--- src/rtl/csa_acc_pkg.sv ---
// Shared constants and FSM state encoding for the carry-save packet accumulator.
package csa_acc_pkg;

    localparam int unsigned WORD_W_DEF  = 64;
    localparam int unsigned ACC_W_DEF   = 72;
    localparam int unsigned CHUNK_W_DEF = 24;

    typedef enum logic [1:0] {
        StIdle    = 2'd0,
        StAcc     = 2'd1,
        StResolve = 2'd2,
        StOut     = 2'd3
    } acc_state_e;

endpackage

--- src/rtl/csa_accumulator_row.sv ---
// Purely combinational 3:2 compressor row: folds one addend into a sum/carry pair.
module csa_row #(
    parameter int unsigned W = 72
) (
    input  logic [W-1:0] i_a,
    input  logic [W-1:0] i_b,
    input  logic [W-1:0] i_c,
    output logic [W-1:0] o_sum,
    output logic [W-1:0] o_carry
);

    logic [W-1:0] w_maj;

    assign w_maj   = (i_a & i_b) | (i_a & i_c) | (i_b & i_c);
    assign o_sum   = i_a ^ i_b ^ i_c;
    // Top majority bit falls off: the result is defined modulo 2^W.
    assign o_carry = {w_maj[W-2:0], 1'b0};

endmodule

--- src/rtl/csa_accumulator.sv ---
// Packet accumulator: carry-save per beat, then a chunked ripple resolve before output.
// Define CSA_ACC_OVF_CHECK_EN to enable the beat-count overflow flag on out_ovf.
module csa_accumulator
    import csa_acc_pkg::*;
#(
    parameter int unsigned WORD_W  = WORD_W_DEF,
    parameter int unsigned ACC_W   = ACC_W_DEF,
    parameter int unsigned CHUNK_W = CHUNK_W_DEF
) (
    input  logic              clk,
    input  logic              rst_n,
    input  logic              in_valid,
    output logic              in_ready,
    input  logic [WORD_W-1:0] in_data,
    input  logic              in_last,
    output logic              out_valid,
    input  logic              out_ready,
    output logic [ACC_W-1:0]  out_data,
    output logic              out_ovf
);

    localparam int unsigned NCHUNK = ACC_W / CHUNK_W;
    localparam int unsigned IDX_W  = (NCHUNK > 1) ? $clog2(NCHUNK) : 1;
    localparam logic [IDX_W-1:0] IDX_LAST = IDX_W'(NCHUNK - 1);

    acc_state_e       r_state;
    logic [ACC_W-1:0] r_sum;
    logic [ACC_W-1:0] r_carry;
    logic [ACC_W-1:0] r_out_data;
    logic             r_cin;
    logic [IDX_W-1:0] r_idx;

    logic [ACC_W-1:0] w_x;
    logic [ACC_W-1:0] w_row_sum;
    logic [ACC_W-1:0] w_row_carry;
    logic [CHUNK_W:0] w_chunk;
    logic             w_accept;
    logic             w_resolve_done;
    logic             w_release;

    assign in_ready       = (r_state == StIdle) || (r_state == StAcc);
    assign w_accept       = in_valid && in_ready;
    assign w_resolve_done = (r_state == StResolve) && (r_idx == IDX_LAST);
    assign w_release      = (r_state == StOut) && out_ready;
    assign out_valid      = (r_state == StOut);
    assign out_data       = r_out_data;
    assign w_x            = {{(ACC_W - WORD_W){1'b0}}, in_data};

    csa_row #(
        .W (ACC_W)
    ) u_row (
        .i_a     (r_sum),
        .i_b     (r_carry),
        .i_c     (w_x),
        .o_sum   (w_row_sum),
        .o_carry (w_row_carry)
    );

    // One chunk of the final carry-propagate add per cycle, LSB chunk first.
    assign w_chunk = {1'b0, r_sum[r_idx*CHUNK_W +: CHUNK_W]}
                   + {1'b0, r_carry[r_idx*CHUNK_W +: CHUNK_W]}
                   + {{CHUNK_W{1'b0}}, r_cin};

    always_ff @(posedge clk) begin
        if (!rst_n) begin
            r_state    <= StIdle;
            r_sum      <= '0;
            r_carry    <= '0;
            r_out_data <= '0;
            r_cin      <= 1'b0;
            r_idx      <= '0;
        end else begin
            unique case (r_state)
                StIdle, StAcc: begin
                    if (w_accept) begin
                        r_sum   <= w_row_sum;
                        r_carry <= w_row_carry;
                        r_cin   <= 1'b0;
                        r_idx   <= '0;
                        r_state <= in_last ? StResolve : StAcc;
                    end
                end
                StResolve: begin
                    r_out_data[r_idx*CHUNK_W +: CHUNK_W] <= w_chunk[CHUNK_W-1:0];
                    r_cin <= w_chunk[CHUNK_W];
                    if (w_resolve_done) begin
                        r_idx   <= '0;
                        r_state <= StOut;
                    end else begin
                        r_idx <= r_idx + 1'b1;
                    end
                end
                StOut: begin
                    if (out_ready) begin
                        r_sum   <= '0;
                        r_carry <= '0;
                        r_state <= StIdle;
                    end
                end
                default: r_state <= StIdle;
            endcase
        end
    end

`ifdef CSA_ACC_OVF_CHECK_EN
    localparam int unsigned CNT_W = ACC_W - WORD_W + 1;
    // Saturates one past the largest beat count that cannot wrap the accumulator.
    localparam logic [CNT_W-1:0] CNT_MAX = (CNT_W'(1) << (CNT_W - 1)) + CNT_W'(1);

    logic [CNT_W-1:0] r_cnt;
    logic             r_ovf;

    always_ff @(posedge clk) begin
        if (!rst_n) begin
            r_cnt <= '0;
            r_ovf <= 1'b0;
        end else begin
            if (w_accept && (r_cnt != CNT_MAX)) begin
                r_cnt <= r_cnt + 1'b1;
            end
            if (w_resolve_done) begin
                r_ovf <= (r_cnt == CNT_MAX);
            end
            if (w_release) begin
                r_cnt <= '0;
                r_ovf <= 1'b0;
            end
        end
    end

    assign out_ovf = r_ovf;
`else
    assign out_ovf = 1'b0;
`endif

endmodule

--- config.mk ---
export PLATFORM = sky130hd
export DESIGN_NAME = csa_accumulator
export DESIGN_NICKNAME = d
export VERILOG_FILES = /design/src/rtl/csa_acc_pkg.sv /design/src/rtl/csa_accumulator_row.sv /design/src/rtl/csa_accumulator.sv
export SDC_FILE = /design/constraint.sdc
export NUM_CORES = 1
export LEC_CHECK = 0
export CORE_ASPECT_RATIO = 1.1
export CORE_MARGIN = 1
export CORE_UTILIZATION = 61
export DETAILED_ROUTE_END_ITERATION = 6
export PLACE_DENSITY = 0.82
export SYNTH_ARGS = -nofsm -noshare
export SYNTH_HDL_FRONTEND = slang
export SYNTH_SLANG_ARGS = --single-unit
--- constraint.sdc ---
create_clock -name clk -period 9.31 [get_ports clk]
set_input_delay 1.862 -clock clk [delete_from_list [all_inputs] [get_ports clk]]
set_output_delay 1.862 -clock clk [all_outputs]
set_load 0.02 [all_outputs]
Word-level counts from Yosys, hierarchy flattened

Index checks and enable logic that the tools add are counted.

Shift operators: 4
Magnitude comparators: 0
Equality and inequality tests: 7
Divide/modulo/power cells: 0
Multiplexer cells: 16
$add $sub $neg: 4
Multiply operators: 1
Bitwise operators: 7
Reductions and logical operators: 10

Operators by type and width:

| kind                                                                      | number |
|---|---|
| 72-bit one-hot mux with 2 select lines                                    | 2 |
| 72-bit two-way mux                                                        | 3 |
| 72-bit by 8-bit indexed part select with 24-bit output                    | 2 |
| 71-bit by 64-bit bitwise AND with 71-bit output                           | 2 |
| 71-bit bitwise OR                                                         | 2 |
| 72-bit bitwise mux                                                        | 1 |
| 24-bit by 34-bit variable shift with 72-bit output (first input constant) | 1 |
| 24-bit by 34-bit indexed part select with 72-bit output                   | 1 |
| 72-bit by 64-bit bitwise XOR with 72-bit output                           | 1 |
| 72-bit bitwise XOR                                                        | 1 |
| 71-bit bitwise AND                                                        | 1 |
| 7-bit negation with 34-bit output                                         | 1 |
| 24-bit by 24-bit adder with 25-bit output                                 | 1 |
| 25-bit by 1-bit adder with 25-bit output                                  | 1 |
| 2-bit two-way mux                                                         | 6 |
| 2-bit equality test (second input constant)                               | 3 |
| 2-bit one-hot mux with 3 select lines                                     | 1 |
| 3-bit AND reduction                                                       | 2 |
| 2-bit by 2-bit multiplier with 4-bit output (second input constant)       | 1 |
| 2-bit inequality test (second input constant)                             | 2 |
| 2-bit one-hot mux with 2 select lines                                     | 1 |
| 2-bit nonzero test                                                        | 2 |
| 2-bit by 1-bit adder with 2-bit output (second input constant)            | 1 |
| 2-bit by 1-bit equality test with 1-bit output (second input constant)    | 1 |
| 8 further kinds                                                           | 9 |

Latch bits: 0
ROM bits: 0
Output and inout port bits: 75
Word-level logic and storage cells: 55
Memory bits (writable): 0
Bits in registers: 221
Input bits: 69
Memories kept: 0

Logic depth before layout (Yosys ltp)

Depth after elaboration: 6
Depth in mapped cells: 16
Gate-level depth less buffers: 13

Modules after synthesis

A second synthesis with hierarchy kept.

Cells, all modules: 1423
Area, all modules: 12022.8 sq um

Modules (own cells, without submodules):

| module          | cells each | area each (sq um) | seq. area each (sq um) | times used |
|---|---|---|---|---|
| csa_accumulator | 1349       | 10566.4           | 4424.2                 | 1 |
| csa_row         | 74         | 1456.4            | 0.0                    | 1 |

Least setup slack after synthesis

No wires, ideal clock.

Path kind: flip-flop to flip-flop
Start: register r_idx[0]
End: register r_out_data[44] (netlist: out_data[44])
Setup time: 122 ps
Cell stages (with the launch flop): 17
Path buffers: 3
Data required time: 9188 ps
Data arrival time: 3368 ps
Period minus slack after synthesis: 3490 ps
Setup slack: 5820 ps
Cell sequence: dfxtp_1 -> buf_2 -> inv_1 -> nor2_1 -> clkbuf_1 -> clkbuf_1 -> a21oi_1 -> fa_1 -> inv_1 -> fa_1 -> a21oi_1 -> o21a_1 -> o211a_1 -> o21ai_2 -> nand2_1 -> o2bb2ai_1 -> a221o_1

Longest elaborated chain between the ends: 6
Elaborated cells between the ends (all ways): 9
Classes of those cells: 3 x add/sub; 1 x mul; 4 x shift; 1 x mux

RTL lines:

| item                                                                             | line                                                                | RTL |
|---|---|---|
| start: declaration                                                               | csa_accumulator.sv:31                                               | `logic [IDX_W-1:0] r_idx;` |
| start signal: assignment                                                         | csa_accumulator.sv:90                                               | `r_idx <= r_idx + 1'b1;` |
| 2-bit by 2-bit multiplier with 4-bit output (*)                                  | csa_accumulator.sv:60, csa_accumulator.sv:61, csa_accumulator.sv:84 |  |
| 72-bit by 8-bit indexed part select with 24-bit output, on equally long branches | csa_accumulator.sv:60, csa_accumulator.sv:61                        |  |
| 24-bit by 24-bit adder with 25-bit output                                        | csa_accumulator.sv:61                                               | `+ {1'b0, r_carry[r_idx*CHUNK_W +: CHUNK_W]}` |
| 25-bit by 1-bit adder with 25-bit output                                         | csa_accumulator.sv:62                                               | `+ {{CHUNK_W{1'b0}}, r_cin};` |
| 24-bit by 34-bit indexed part select with 72-bit output                          | csa_accumulator.sv:84                                               | `r_out_data[r_idx*CHUNK_W +: CHUNK_W] <= w_chunk[CHUNK_W-1:0];` |
| 72-bit bitwise mux (*)                                                           | csa_accumulator.sv:84                                               |  |
| end signal: indexed assignment                                                   | csa_accumulator.sv:84                                               |  |
| end: declaration                                                                 | csa_accumulator.sv:29                                               | `logic [ACC_W-1:0] r_out_data;` |

Every way passes the cells marked *; elsewhere a longest branch is shown, timed or not.
A chain may end at the register's enable or synchronous reset.

Worst setup path in the final report

Start: register r_idx[0]
End: register r_out_data[24] (netlist: out_data[24])

The elaborated chain is that of the path after synthesis.

==> out/metrics.csv <==
stage,metric,value,unit
clock_tree,clock-root-buffer,clkbuf_16,
sta,hold_viol,0,
routing,firstDrtPassIters,7,
die,die_area,20500,sq um
critical_path,cp.arrival,5470,ps
critical_path,cp_max_fo,67,
yosys,synth_cell_types,78,
routing,post_drt_wl_per_cell,19.3,um
sta,max_clock_freq,0.199,GHz
global_routing,grt_pass1_wl,55.0,mm
yosys,synth_cells,1451,
die,die_w,136,um
sta,post-route-period-util,0.539,
critical_path,critical_path_class,reg -> reg,
power_and_ir_drop,ir_worst_vdd,136,uV
final_layout,syn2layout_area_growth,17.8,%
power_and_ir_drop,p_comb_frac,0.154,
global_routing,grt-ovfl-total,0,
placement,numPortBuffers,142,
routing,dr_total_vias,11200,
critical_path,critical_path_required,9770,ps
routing,dr.first_iter.drc_count,1298,
run_status,run_status,"finished, final reports clean",
power_and_ir_drop,p_sw_frac,0.284,
sta,skew,12.8,ps
clock_tree,worst_skew_pair.late_latency,520,ps
clock_tree,cts_tree,yes,
yosys,ys.warnings.count,0,
clock_tree,numCtsBuffers,23,
power_and_ir_drop,total_power,2.32,mW
yosys,netlist_area,12100,sq um
global_routing,grt_use_total,0.342,
clock_tree,cts_hold_buf,0,
placement,dpl.cell_count,1740,
power_and_ir_drop,p_sw,658,uW
power_and_ir_drop,cellLeakagePower,5.16,nW
yosys,yosysSeqAreaShare,0.363,
sta,fin_tns_setup,0,ps
final_layout,antennaDiodeCount,0,
global_routing,grt_pass1_vias,10400,
final_layout,finalNonFillerCells,1779,
sta,period_minus_slack,5010,ps
routing,drcViolationCount,0,
sta,grt_setup_unrepaired,false,
hold_path,min_path_cells,2,
yosys,synth_nets,1621,
clock_tree,cts_resized,0,
yosys,synth_commonest_cells,"261 x nand2_1, 220 x dfxtp_1, 188 x a21oi_1, 154 x nand3_1, 89 x o21ai_0",
clock_tree,clock-sinks,220,
global_routing,antenna_found_initial,1,
power_and_ir_drop,p_clk_frac,0.404,
power_and_ir_drop,powerDensity,162,nW/um^2
die,chipHeight,150,um
die,start_util,0.629,
critical_path,ff2ff_setup_slack,4300,ps
power_and_ir_drop,p_int,1.66,mW
global_routing,grt_max_degree,109,
yosys,yosys_register_bits,220,
power_and_ir_drop,p_seq_frac,0.442,
routing,drtAntennaViolNets,0,
sta,tightest_slew,1140,ps
placement,gp_congestion,0.949,
final_layout,fillers,1445,
clock_tree,htreeDepth,1,
yosys,synth_top_area_frac,0.363,
final_layout,nets,1688,
die,core_area,19300,sq um
yosys,synth_edf_count,0,
yosys,ys_top_cells_by_area,"dfxtp_1 36%, fa_1 11%, nand2_1 8.1%",
routing,routed_wl,34.4,mm
die,io_pins,144,
hold_path,hold_class,reg -> reg,
die,row_count,53,
routing,drt-vias-per-instance,6.31,
clock_tree,post-cts-setup-buffers,0,
clock_tree,clkSlewWorstSetupHoldPaths,70,ps
yosys,yosysTopAreaCell,dfxtp_1,
yosys,ys_async_sr_fraction,0,
yosys,ys.flop_type,dfxtp_1,
clock_tree,cts_buffer_depth,3,
sta,drv_slew,0,
yosys,avgSynthCellArea,8.36,sq um
placement,dp_worst_setup_slack,4510,ps
sta,relSlewSlack,0.235,
final_layout,drive_gt1_frac,0.0477,
critical_path,start_kind,flop,
sta,setup_ws,4300,ps
yosys,yosysMostFrequentCell,nand2_1,
critical_path,end_kind,flop,
job,maxCapViolations,0,
sta,setup-violations-final,0,
placement,post-dp-hpwl,23.9,mm
critical_path,r2r.worst_path.cells,14,
==> power by group through the flow <==
stage / registers, mW / logic (mW) / clock network [mW]
finish: 1.03 / 0.357 / 0.936
global route: 1.03 / 0.395 / 0.978
CTS: 1.02 / 0.352 / 0.939
detailed placement: 1.05 / 0.349 / 0
global placement: 1.04 / 0.340 / 0
floorplan: 1.04 / 0.228 / 0
==> stage by stage <==
step	hold WS [ps]	cell area, sq um	util
after global routing	476	14300	0.740
after detailed placement	444	13500	0.701
after floorplan	461	12100	-
final	452	14300	0.740
after global placement	435	13500	0.701
after CTS	457	14300	0.740
==> kinds of logic after synthesis <==
group / Yosys count / synth area share
and+or+nand+nor: 531 / 0.195
AOI/OAI and AO/OA: 400 / 0.198
DFF: 220 / 0.363
buffers and inverters: 127 / 0.0418
adders and majority gates: 101 / 0.144
muxes: 55 / 0.0455
xor gates and xnor gates: 16 / 0.0116
other: 1 / 0.000309
==> path summary, 6_finish.rpt <==
path,start,end
max,r_idx[0]$_SDFFE_PN0P_,out_data[24]$_SDFFE_PN0P_
min,out_data[45]$_SDFFE_PN0P_,out_data[45]$_SDFFE_PN0P_
max reg2reg,r_idx[0]$_SDFFE_PN0P_,out_data[24]$_SDFFE_PN0P_
min reg2reg,out_data[45]$_SDFFE_PN0P_,out_data[45]$_SDFFE_PN0P_
==> area by class of cell <==
type                    count  area, sq um  share of cell area
clock inverters             9          105             0.00736
inverters                  16         62.6             0.00438
multi-input cells        1104         7250               0.507
flip-flops and latches    220         4410               0.308
clock buffers              30          652              0.0456
well taps                 247          309              0.0216
repair buffers            153         1500               0.105
==> worst max-delay path, stage by stage, from the launching register on <==
cell and delay (ps):
dfxtp_2 1050, inv_1 570, nor2_2 230, buf_4 410, a21oi_1 170, fa_1 430, inv_1 80, fa_1 240
a21oi_1 120, o21a_1 260, o21bai_1 190, a21oi_1 100, xnor2_1 650, o211a_1 280, a22o_1 150
==> layer usage <==
layer	track usage	wire, um
met3	0.0461	2570
met2	0.560	16700
met4	0.127	1200
met5	0	0
met1	0.458	13900
==> sequential cells by signal (all words and copies together) (netlist names) <==
name	count
out_data	72
r_sum	72
r_carry	71
r_idx	2
r_state	2
r_cin	1
==> layout by cell type (no fill, tap or decap), drive strengths merged, types with 3 or more instances in the layout <==
cell,n
nand2,261
dfxtp,220
a21oi,191
nand3,154
clkdlybuf4s50,142
o21ai,95
fa,65
mux2i,54
nor2,51
ha,36
clkbuf,30
a22oi,25
inv,17
nor3,16
buf,11
xnor2,10
o221ai,10
nand2b,8
a21o,8
and3,7
o21a,7
a31oi,6
xor2,6
a22o,6
o211ai,6
nor2b,6
a221oi,6
and2,6
nor4,5
o2111ai,5
o31ai,5
clkinv,5
o21bai,4
or3,4
a211oi,4
a221o,3
a311oi,3
No activity file was read; power rests on OpenSTA's default activity.
